==> src/rtl/parking_pkg.sv <==
// Shared encodings for the parking registry: opcodes, result codes,
// ID classes, controller states and the commit actions chosen in LOOKUP.
package parking_pkg;

    localparam logic [2:0] OP_ENTER      = 3'd0;
    localparam logic [2:0] OP_EXIT       = 3'd1;
    localparam logic [2:0] OP_RESTRICT   = 3'd2;
    localparam logic [2:0] OP_UNRESTRICT = 3'd3;
    localparam logic [2:0] OP_QUERY      = 3'd4;

    typedef enum logic [3:0] {
        ST_OK         = 4'd0,
        ST_OK_ALT     = 4'd1,
        ST_UNKNOWN    = 4'd2,
        ST_RESTRICTED = 4'd3,
        ST_ALREADY_IN = 4'd4,
        ST_NOT_IN     = 4'd5,
        ST_FULL       = 4'd6,
        ST_NOT_ADMIN  = 4'd7,
        ST_BAD_OP     = 4'd8,
        ST_BAD_FLOOR  = 4'd9
    } status_e;

    typedef enum logic [1:0] {
        CLS_UNKNOWN = 2'd0,
        CLS_USER    = 2'd1,
        CLS_SPECIAL = 2'd2,
        CLS_ADMIN   = 2'd3
    } id_class_e;

    typedef enum logic [1:0] {
        S_IDLE   = 2'd0,
        S_LOOKUP = 2'd1,
        S_RESP   = 2'd2
    } fsm_e;

    typedef enum logic [2:0] {
        ACT_NONE       = 3'd0,
        ACT_ENTER_U    = 3'd1,
        ACT_EXIT_U     = 3'd2,
        ACT_ENTER_S    = 3'd3,
        ACT_EXIT_S     = 3'd4,
        ACT_RESTRICT   = 3'd5,
        ACT_UNRESTRICT = 3'd6
    } act_e;

endpackage

==> src/rtl/parking_id_decode.sv <==
// Combinational ID classifier: prefix match plus postfix range per class.
// An ID falling into zero or several class ranges is reported as unknown.
module parking_id_decode
    import parking_pkg::*;
#(
    parameter int          N_USERS    = 12,
    parameter int          N_SPECIAL  = 2,
    parameter int          N_ADMIN    = 2,
    parameter logic [19:0] ID_PREFIX  = 20'h20230,
    parameter logic [7:0]  USER_BASE  = 8'h10,
    parameter logic [7:0]  SPEC_BASE  = 8'h00,
    parameter logic [7:0]  ADMIN_BASE = 8'h02,
    parameter int          IW         = 4
) (
    input  logic [27:0]   id_i,
    output id_class_e     cls_o,
    output logic [IW-1:0] idx_o
);

    // Nine-bit bounds so a range ending at 8'hFF does not wrap.
    localparam logic [8:0] U_LO = {1'b0, USER_BASE};
    localparam logic [8:0] U_HI = U_LO + 9'(N_USERS);
    localparam logic [8:0] S_LO = {1'b0, SPEC_BASE};
    localparam logic [8:0] S_HI = S_LO + 9'(N_SPECIAL);
    localparam logic [8:0] A_LO = {1'b0, ADMIN_BASE};
    localparam logic [8:0] A_HI = A_LO + 9'(N_ADMIN);

    logic       pfx_ok;
    logic [8:0] pf;
    logic       in_u, in_s, in_a;

    assign pfx_ok = (id_i[27:8] == ID_PREFIX);
    assign pf     = {1'b0, id_i[7:0]};
    assign in_u   = pfx_ok && (pf >= U_LO) && (pf < U_HI);
    assign in_s   = pfx_ok && (pf >= S_LO) && (pf < S_HI);
    assign in_a   = pfx_ok && (pf >= A_LO) && (pf < A_HI);

    always_comb begin
        cls_o = CLS_UNKNOWN;
        idx_o = '0;
        case ({in_u, in_s, in_a})
            3'b100: begin cls_o = CLS_USER;    idx_o = IW'(pf - U_LO); end
            3'b010: begin cls_o = CLS_SPECIAL; idx_o = IW'(pf - S_LO); end
            3'b001: begin cls_o = CLS_ADMIN;   idx_o = IW'(pf - A_LO); end
            default: ;
        endcase
    end

endmodule

==> src/rtl/parking_registry.sv <==
// Parking registry controller: IDLE accepts, LOOKUP decides and commits,
// RESP holds the result until consumed.
module parking_registry
    import parking_pkg::*;
#(
    parameter int          N_USERS    = 12,
    parameter int          N_SPECIAL  = 2,
    parameter int          N_ADMIN    = 2,
    parameter int          N_FLOORS   = 2,
    parameter int          FLR_CAP    = 4,
    parameter int          SPEC_CAP   = 2,
    parameter logic [19:0] ID_PREFIX  = 20'h20230,
    parameter logic [7:0]  USER_BASE  = 8'h10,
    parameter logic [7:0]  SPEC_BASE  = 8'h00,
    parameter logic [7:0]  ADMIN_BASE = 8'h02,
    localparam int FW   = (N_FLOORS > 1) ? $clog2(N_FLOORS) : 1,
    localparam int CW   = $clog2(FLR_CAP + 1),
    localparam int SW   = $clog2(SPEC_CAP + 1)
) (
    input  logic                   CLK,
    input  logic                   RST,
    input  logic                   req_valid,
    output logic                   req_ready,
    input  logic [2:0]             req_op,
    input  logic [27:0]            req_id,
    input  logic [27:0]            req_admin_id,
    input  logic [FW-1:0]          req_floor,
    output logic                   rsp_valid,
    input  logic                   rsp_ready,
    output logic [3:0]             rsp_status,
    output logic [FW-1:0]          rsp_floor,
    output logic [N_FLOORS*CW-1:0] free_cnt,
    output logic [SW-1:0]          spec_free
);

    localparam int MAXN = (N_USERS > N_SPECIAL) ? ((N_USERS > N_ADMIN) ? N_USERS : N_ADMIN)
                                                : ((N_SPECIAL > N_ADMIN) ? N_SPECIAL : N_ADMIN);
    localparam int IW = (MAXN > 1) ? $clog2(MAXN) : 1;
    localparam logic [N_USERS-1:0]   ONE_U = 1;
    localparam logic [N_SPECIAL-1:0] ONE_S = 1;

    fsm_e                    state_q;
    logic [2:0]              op_q;
    logic [27:0]             id_q, adm_q;
    logic [FW-1:0]           floor_q;
    logic                    rsp_valid_q;
    status_e                 rsp_status_q;
    logic [FW-1:0]           rsp_floor_q;
    logic [N_USERS-1:0]      inside_u_q, restr_q;
    logic [N_USERS*FW-1:0]   ufloor_q;
    logic [N_SPECIAL-1:0]    inside_s_q;
    logic [CW-1:0]           free_q [N_FLOORS];
    logic [SW-1:0]           spec_free_q;

    // Slot 0 classifies the subject, slot 1 the admin credential.
    logic [27:0]   dec_id  [2];
    id_class_e     dec_cls [2];
    logic [IW-1:0] dec_idx [2];

    assign dec_id[0] = id_q;
    assign dec_id[1] = adm_q;

    genvar gi;
    generate
        for (gi = 0; gi < 2; gi++) begin : g_dec
            parking_id_decode #(
                .N_USERS(N_USERS), .N_SPECIAL(N_SPECIAL), .N_ADMIN(N_ADMIN),
                .ID_PREFIX(ID_PREFIX), .USER_BASE(USER_BASE),
                .SPEC_BASE(SPEC_BASE), .ADMIN_BASE(ADMIN_BASE), .IW(IW)
            ) u_dec (
                .id_i  (dec_id[gi]),
                .cls_o (dec_cls[gi]),
                .idx_o (dec_idx[gi])
            );
        end
        for (gi = 0; gi < N_FLOORS; gi++) begin : g_free
            assign free_cnt[gi*CW +: CW] = free_q[gi];
        end
    endgenerate

    logic          user_in, spec_in, restricted, any_free;
    logic [FW-1:0] rec_fl, first_free, fl_d;
    status_e       st_d;
    act_e          act_d;

    always_comb begin
        user_in    = |(inside_u_q & (ONE_U << dec_idx[0]));
        restricted = |(restr_q & (ONE_U << dec_idx[0]));
        spec_in    = |(inside_s_q & (ONE_S << dec_idx[0]));
        rec_fl     = ufloor_q[dec_idx[0]*FW +: FW];
        any_free   = 1'b0;
        first_free = '0;
        for (int i = N_FLOORS - 1; i >= 0; i--) begin
            if (free_q[i] != '0) begin
                any_free   = 1'b1;
                first_free = FW'(i);
            end
        end
        st_d  = ST_OK;
        fl_d  = '0;
        act_d = ACT_NONE;
        case (op_q)
            OP_ENTER: begin
                if (dec_cls[0] == CLS_USER) begin
                    if (restricted)                     st_d = ST_RESTRICTED;
                    else if (user_in)                   st_d = ST_ALREADY_IN;
                    else if (int'(floor_q) >= N_FLOORS) st_d = ST_BAD_FLOOR;
                    else if (free_q[floor_q] != '0) begin
                        fl_d  = floor_q;
                        act_d = ACT_ENTER_U;
                    end else if (any_free) begin
                        st_d  = ST_OK_ALT;
                        fl_d  = first_free;
                        act_d = ACT_ENTER_U;
                    end else                            st_d = ST_FULL;
                end else if (dec_cls[0] == CLS_SPECIAL) begin
                    if (spec_in)                  st_d = ST_ALREADY_IN;
                    else if (spec_free_q != '0)   act_d = ACT_ENTER_S;
                    else                          st_d = ST_FULL;
                end else                          st_d = ST_UNKNOWN;
            end
            OP_EXIT: begin
                if (dec_cls[0] == CLS_USER) begin
                    if (!user_in) st_d = ST_NOT_IN;
                    else begin fl_d = rec_fl; act_d = ACT_EXIT_U; end
                end else if (dec_cls[0] == CLS_SPECIAL) begin
                    if (!spec_in) st_d = ST_NOT_IN;
                    else          act_d = ACT_EXIT_S;
                end else          st_d = ST_UNKNOWN;
            end
            OP_RESTRICT, OP_UNRESTRICT: begin
                if (dec_cls[1] != CLS_ADMIN)     st_d = ST_NOT_ADMIN;
                else if (dec_cls[0] != CLS_USER) st_d = ST_UNKNOWN;
                else act_d = (op_q == OP_RESTRICT) ? ACT_RESTRICT : ACT_UNRESTRICT;
            end
            OP_QUERY: begin
                if (dec_cls[0] == CLS_USER) begin
                    if (user_in) fl_d = rec_fl;
                    else         st_d = ST_NOT_IN;
                end else if (dec_cls[0] == CLS_SPECIAL) begin
                    if (!spec_in) st_d = ST_NOT_IN;
                end else          st_d = ST_UNKNOWN;
            end
            default: st_d = ST_BAD_OP;
        endcase
    end

    always_ff @(posedge CLK or posedge RST) begin
        if (RST) begin
            state_q      <= S_IDLE;
            op_q         <= '0;
            id_q         <= '0;
            adm_q        <= '0;
            floor_q      <= '0;
            rsp_valid_q  <= 1'b0;
            rsp_status_q <= ST_OK;
            rsp_floor_q  <= '0;
            inside_u_q   <= '0;
            restr_q      <= '0;
            ufloor_q     <= '0;
            inside_s_q   <= '0;
            spec_free_q  <= SW'(SPEC_CAP);
            for (int f = 0; f < N_FLOORS; f++) free_q[f] <= CW'(FLR_CAP);
        end else begin
            case (state_q)
                S_IDLE: if (req_valid) begin
                    op_q    <= req_op;
                    id_q    <= req_id;
                    adm_q   <= req_admin_id;
                    floor_q <= req_floor;
                    state_q <= S_LOOKUP;
                end
                S_LOOKUP: begin
                    rsp_status_q <= st_d;
                    rsp_floor_q  <= fl_d;
                    rsp_valid_q  <= 1'b1;
                    state_q      <= S_RESP;
                    case (act_d)
                        ACT_ENTER_U: begin
                            inside_u_q <= inside_u_q | (ONE_U << dec_idx[0]);
                            ufloor_q[dec_idx[0]*FW +: FW] <= fl_d;
                            free_q[fl_d] <= free_q[fl_d] - CW'(1);
                        end
                        ACT_EXIT_U: begin
                            inside_u_q   <= inside_u_q & ~(ONE_U << dec_idx[0]);
                            free_q[fl_d] <= free_q[fl_d] + CW'(1);
                        end
                        ACT_ENTER_S: begin
                            inside_s_q  <= inside_s_q | (ONE_S << dec_idx[0]);
                            spec_free_q <= spec_free_q - SW'(1);
                        end
                        ACT_EXIT_S: begin
                            inside_s_q  <= inside_s_q & ~(ONE_S << dec_idx[0]);
                            spec_free_q <= spec_free_q + SW'(1);
                        end
                        ACT_RESTRICT:   restr_q <= restr_q | (ONE_U << dec_idx[0]);
                        ACT_UNRESTRICT: restr_q <= restr_q & ~(ONE_U << dec_idx[0]);
                        default: ;
                    endcase
                end
                S_RESP: if (rsp_ready) begin
                    rsp_valid_q <= 1'b0;
                    state_q     <= S_IDLE;
                end
                default: state_q <= S_IDLE;
            endcase
        end
    end

    assign req_ready  = (state_q == S_IDLE);
    assign rsp_valid  = rsp_valid_q;
    assign rsp_status = rsp_status_q;
    assign rsp_floor  = rsp_floor_q;
    assign spec_free  = spec_free_q;

endmodule

==> config.mk <==
export PLATFORM = sky130hd
export DESIGN_NAME = parking_registry
export DESIGN_NICKNAME = d
export VERILOG_FILES = /design/src/rtl/parking_pkg.sv /design/src/rtl/parking_id_decode.sv /design/src/rtl/parking_registry.sv
export SDC_FILE = /design/constraint.sdc
export NUM_CORES = 1
export LEC_CHECK = 0
export ABC_CLOCK_PERIOD_IN_PS = 6300
export BUFFER_PORTS_ARGS = -buffer_cell sky130_fd_sc_hd__buf_2
export CORE_AREA = 8 8 111 113
export CTS_CLUSTER_DIAMETER = 50
export DETAILED_ROUTE_END_ITERATION = 16
export DIE_AREA = 0 0 119 121
export PLACE_DENSITY = 0.79
export REMOVE_ABC_BUFFERS = 1
export SLEW_MARGIN = 25
export SYNTH_ARGS = -nofsm -noshare
export SYNTH_HDL_FRONTEND = slang
export SYNTH_SLANG_ARGS = --single-unit
==> constraint.sdc <==
create_clock -name CLK -period 6.3 [get_ports CLK]
set_input_delay 1.89 -clock CLK [delete_from_list [all_inputs] [get_ports CLK]]
set_output_delay 1.89 -clock CLK [all_outputs]
set_load 0.03 [all_outputs]
# Yosys cells after proc, flatten, opt, wreduce, memory -nomap -nowiden
# Index checks and enable logic that the tools add are counted.
[totals]
ff_bits = 114
in_bits = 64
output_inout_bits = 15
wordCells = 182
[op_classes]
addsub = 7
order_cmp = 15
n_eq_ne = 26
n_shift = 5
n_mux = 66
n_bitwise = 13
n_reduce_logical = 35
[ops]
columns = ["cell", "count"]
rows = [
  ["$mux W3", 22],
  ["$and A12 B12 Y12", 4],
  ["$pmux W12 S2", 2],
  ["$eq A20 B18 Y1 const B", 2],
  ["$neg A4 Y34", 1],
  ["$shift A1 B34 Y12 const A", 1],
  ["$shiftx A1 B34 Y12", 1],
  ["$or A12 B12 Y12", 2],
  ["$pmux W4 S3", 2],
  ["$reduce_or A12 Y1", 2],
  ["$eq A3 B2 Y1 const B", 6],
  ["$eq A3 B3 Y1 const B", 6],
  ["$pmux W2 S3", 3],
  ["$ge A8 B1 Y1 const B", 2],
  ["$ge A8 B2 Y1 const B", 2],
  ["$ge A8 B5 Y1 const B", 2],
  ["$lt A8 B2 Y1 const B", 2],
  ["$lt A8 B3 Y1 const B", 2],
  ["$lt A8 B5 Y1 const B", 2],
  ["$mux W2", 8],
  ["$mux W4", 4],
  ["$mux W1", 15],
  ["$reduce_and A2 Y1", 7],
  ["$logic_and A1 B1 Y1", 13],
  ["33 further kinds", 54],
]

# Depth between registers and ports, before layout
[depth]
word_depth = 19
mapped_depth = 19
depth_no_buf = 18

# Modules after synthesis
# Synthesis repeated with hierarchy kept, for this count alone.
[hier_totals]
cells_unflattened = 526
area_unflattened_um2 = 6242.2
[modules_own_cells]
columns = ["mod", "instances", "cells_per_inst", "area_each_um2", "seq_area_each_um2"]
rows = [
  ["parking_registry", 1, 466, 5764.3, 2856.5],
  ["parking_id_decode", 2, 30, 239.0, 0.0],
]

# Least setup slack after synthesis
# No wires, ideal clock.
[synth_timing]
path_type = "register -> register"
start = "register id_q[1]"
end = "register free_q, in the netlist free_cnt[4]"
setup_ns = 0.128
t_arrival_ns = 4.474
required_time_ns = 6.172
path_slack_ns = 1.698
stages_incl_launch_ff = 19
path_buffers = 2
period_less_slack_ns = 4.602
path_cell_list = "dfrtp_1 > clkbuf_2 > inv_1 > ha_1 > or4b_4 > a21oi_4 > nand3_1 > ha_1 > clkbuf_1 > a22oi_1 > o211ai_2 > a2111o_1 > a21boi_4 > nand3_2 > nand2_1 > mux2i_1 > ha_1 > xor2_1 > mux2_1"
[synth_via]
elab_chain_cells = 19
elab_cells_between_ends = 67
cone_classes = "add/sub: 4; order compare: 8; eq/ne: 8; shift: 3; mux: 28; bitwise: 4; reduce/logical: 12"
[synth_lines]
columns = ["item", "line_no", "source"]
rows = [
  ["from (decl)", "parking_registry.sv:44", "logic [27:0] id_q, adm_q;"],
  ["from (signal assigned)", "parking_registry.sv:168", "id_q <= req_id;"],
  ["$ge A8 B2 Y1, or another cell as far along", "parking_id_decode.sv:36", "assign in_a = pfx_ok && (pf >= A_LO) && (pf < A_HI);"],
  ["$logic_and A1 B1 Y1 (on tied branches) (2 in a row)", "parking_id_decode.sv:36, parking_id_decode.sv:34, parking_id_decode.sv:35", ""],
  ["$eq A3 B1 Y1, or another cell as far along", "parking_id_decode.sv:41", "case ({in_u, in_s, in_a})"],
  ["$pmux W4 S3", "parking_id_decode.sv:41", ""],
  ["$shl A1 B4 Y12", "parking_registry.sv:87, parking_registry.sv:88", ""],
  ["$and A12 B12 Y12", "parking_registry.sv:87", "user_in = |(inside_u_q & (ONE_U << dec_idx[0]));"],
  ["$reduce_or A12 Y1", "parking_registry.sv:87", ""],
  ["$mux W1", "parking_registry.sv:106", "else if (user_in) st_d = ST_ALREADY_IN;"],
  ["[2 not listed]", "--", ""],
  ["$pmux W1 S2", "parking_registry.sv:102", "case (op_q)"],
  ["$not A1 Y2 (not written as such)", "parking_registry.sv:182, parking_registry.sv:186", ""],
  ["$mux W3 (not written as such), or another cell as far along", "parking_registry.sv:182, parking_registry.sv:186", ""],
  ["$mux W3 (not written as such) / $logic_and A1 B1 Y1 (equally long branches)", "parking_registry.sv:182, parking_registry.sv:186", ""],
  ["$mux W3 (not written as such)", "parking_registry.sv:182, parking_registry.sv:186", ""],
  ["$add A3 B1 Y3, or another cell as far along", "parking_registry.sv:186", "free_q[fl_d] <= free_q[fl_d] + CW'(1);"],
  ["$bwmux W6 (on tied branches)", "parking_registry.sv:186, parking_registry.sv:182", ""],
  ["$pmux W6 S2", "parking_registry.sv:178", "case (act_d)"],
  ["to (signal, indexed assignment)", "parking_registry.sv:182", "free_q[fl_d] <= free_q[fl_d] - CW'(1);"],
  ["to (signal, indexed assignment)", "parking_registry.sv:186", ""],
  ["to (decl)", "parking_registry.sv:52", "logic [CW-1:0] free_q [N_FLOORS];"],
]
# Several ways; a longest one is shown, not always the timed one. The select of a mux whose other input is x is not followed.
# A chain may end at the register's enable or synchronous reset.

# Final worst setup path
[layout_timing]
start = "register id_q[2]"
end = "register free_q, in the netlist free_cnt[2]"
# The elaborated chain is that of the path after synthesis.

==> impl_metrics.yaml <==
status:
  status: "completed"
min_path:
  hold_path_class: "reg2reg"
  whs_endpoint: "rsp_status[1]$_DFFE_PP0P_"
  min-delay-start: "rsp_status[1]$_DFFE_PP0P_"
  worstHoldPathCells: 2
critical_path:
  critPathRequiredTime_ns: 6.76
  end_kind: "register"
  r2r-start: "id_q[2]$_DFFE_PP0P_"
  worstPathArrival_ns: 6.07
  r2r-end: "free_cnt[2]$_DFFE_PP1P_"
  cp-start-kind: "register"
  rr_worst_depth: 17
  critPathMaxFanout: 18
  r2r_slack_ns: 0.69
  worstSetupPathType: "reg2reg"
timing:
  hold_viol: 0
  rsz0062_at_grt: "false"
  post-route-min-period_ns: 5.61
  setup-tns-final_ns: 0
  finalMaxSlewViolations: 0
  tightest_slew_ns: 0.742
  hold_slack_ns: 0.481
  setup_slack_ns: 0.690
  finalSetupViolations: 0
  clock_skew_ns: 0.0109
  fin_crit_sh_pct: 89.0
  slew_headroom_pct: 50.5
  fmax_ghz: 0.178
placed_design:
  hpwl_um: 10100
  post-place-ws_ns: 0.840
  gp_congestion: 0.921
  dp.cells: 734
  io_buffers: 77
clock_tree:
  h-tree-depth: 4
  path_clk_slew_ns: 0.06
  cts_made_buffers: 17
  post_cts_resized: 0
  cts_tree: "done"
  root_buffer: "clkbuf_8"
  cts_hold_buffers: 0
  post_cts_buffers: 0
  clk_latency_ns: 0.53
  cts_max_path_buffers: 2
  numClockSinks: 113
grt:
  grt_max_degree: 59
  grt_pass1_vias: 4792
  antenna_found_initial: 0
  grt_pass1_wl_um: 23300
  grt_usage_pct: 20.4
  overflow: 0
floorplanning:
  die_h_um: 121
  start_util_pct: 56.5
  core_area_mm2: 0.0106
  num_io_pins: 79
  die_w_um: 119
  std_cell_rows: 38
  dieArea_mm2: 0.0144
routing:
  drc: 0
  vias_per_cell: 5.99
  routedWlPerCell_um: 18.3
  wl_um: 14000
  dr.pass1.iters: 5
  initialDrtViolationCount: 364
  antenna_left: 0
  vias: 4586
yosys:
  yosysTopAreaCellShare_pct: 45.9
  synth-async-reset-ratio_pct: 100
  ys_seq_elements: 113
  ys_types: 77
  synth_top_cells_by_area: "dfrtp_1 (46%), mux2_2 (15%), ha_1 (2.7%)"
  yosys.area.top_type: "dfrtp_1"
  synth_most_common_cell: "dfrtp_1"
  synth_ff_type: "dfrtp_1"
  yosysWarnings: 0
  synth_commonest_cells: "dfrtp_1 (110), mux2_2 (80), nand2_1 (43), nor2_1 (34), inv_1 (29)"
  syn_inst: 538
  synth-edff-count: 0
  yosysSeqAreaShare_pct: 47.3
  synth_area_mm2: 0.00599
  synth_area_per_cell_um2: 11.1
finish:
  syn_to_final_growth_pct: 18.5
  drive_above_1_share_pct: 35.5
  diodes: 0
  stdcell_count: 766
  fill_cells: 805
  nNetsFinal: 690
power_and_ir_drop:
  power.internal_mw: 1.98
  power.density_mw_per_mm2: 403
  power_frac_comb_pct: 24.3
  p_seq_share_pct: 39.6
  irDropWorstVdd_v: 0.000300
  p_leak_nw: 3.22
  p_total_mw: 2.86
  p_sw_uw: 882
  p_clk_share_pct: 36.0
  p_sw_share_pct: 30.9
job:
  drv_cap: 0
==> power by group through the flow <==
stage / combinational (mW) / clock, mW / sequential, mW
2_1_floorplan: 0.519 / 0 / 1.12
6_report: 0.696 / 1.03 / 1.13
5_1_grt: 0.762 / 1.07 / 1.17
4_1_cts: 0.695 / 1.04 / 1.13
3_3_place_gp: 0.658 / 0 / 1.12
3_5_place_dp: 0.688 / 0 / 1.14
==> area by class of cell <==
class	count	area (µm²)	share of cell area (%)
clock inverter	14	213	3.00
tap	140	175	2.47
clock buffer	18	428	6.03
sequential	113	2830	39.9
timing repair buffer	80	408	5.75
inverter	30	115	1.62
multi-input combinational	371	2930	41.2
==> cells by family after synthesis <==
family                   synth area share, %
adder cells (fa/ha/maj)                 2.72
AND/OR/NAND/NOR                         14.4
flip-flops                              47.3
AO/OA/AOI/OAI                           10.9
XOR/XNOR                                1.32
buffers and inverters                   3.91
multiplexers                            19.5
==> worst max-delay path, cell delays in order (launching register included) <==
cell	delay (ns)
dfrtp_1	0.67
inv_1	0.21
ha_1	0.36
or4b_4	0.53
a21oi_4	0.24
nand3_1	0.26
ha_1	0.39
a22oi_1	0.35
o211ai_2	0.16
a2111o_1	0.44
a21boi_4	0.26
nand3_2	0.26
nand2_1	0.33
mux2_2	0.37
ha_1	0.20
mux2i_1	0.18
nand4bb_1	0.18
xnor2_1	0.13
==> routing by layer <==
metal | global-route usage (%) | vias up | routed length [µm]
met5 | 0 | - | 0
met4 | 11.9 | 0 | 506
met3 | 6.51 | 39 | 922
met2 | 33.2 | 185 | 6820
met1 | 23.2 | 2252 | 5750
li1 | - | 2110 | -
==> per-stage QoR <==
| step | instance area, µm² | utilization [%] |
|---|---|---|
| floorplan | 5870 | - |
| detailed placement | 6460 | 60.9 |
| global placement | 6460 | 60.9 |
| CTS | 7100 | 66.9 |
| finish | 7100 | 66.9 |
| global route | 7100 | 66.9 |
==> worst max path at each step <==
stage	from	endpoint	slack, ns	cells after the start
final	id_q[2]$_DFFE_PP0P_	free_cnt[2]$_DFFE_PP1P_	0.69	17
after global routing	id_q[5]$_DFFE_PP0P_	free_cnt[4]$_DFFE_PP0P_	0.36	16
after CTS	id_q[2]$_DFFE_PP0P_	free_cnt[4]$_DFFE_PP0P_	0.76	16
after detailed placement	id_q[2]$_DFFE_PP0P_	free_cnt[2]$_DFFE_PP1P_	0.84	17
after global placement	id_q[2]$_DFFE_PP0P_	free_cnt[2]$_DFFE_PP1P_	0.98	17
after floorplan	RST	asynchronous set/reset pin	1.43	1
==> cells in the final DEF (no fill, tap or decap), types with 5 or more instances in the layout <==
master,Yosys,layout
clkbuf_16,0,16
buf_2,6,77
nor2_1,34,34
nand2b_1,6,6
ha_1,13,13
mux2i_1,15,15
a211oi_1,5,5
mux2_2,80,80
xnor2_1,5,5
o21ai_0,19,19
a21oi_1,9,9
nand3_1,20,20
nand2_1,43,43
nor4_1,7,7
inv_1,29,28
dfrtp_1,110,110
bufinv_16,0,5
nand4_1,9,9
nor3_1,11,11
Power figures use the tool's default switching activity.
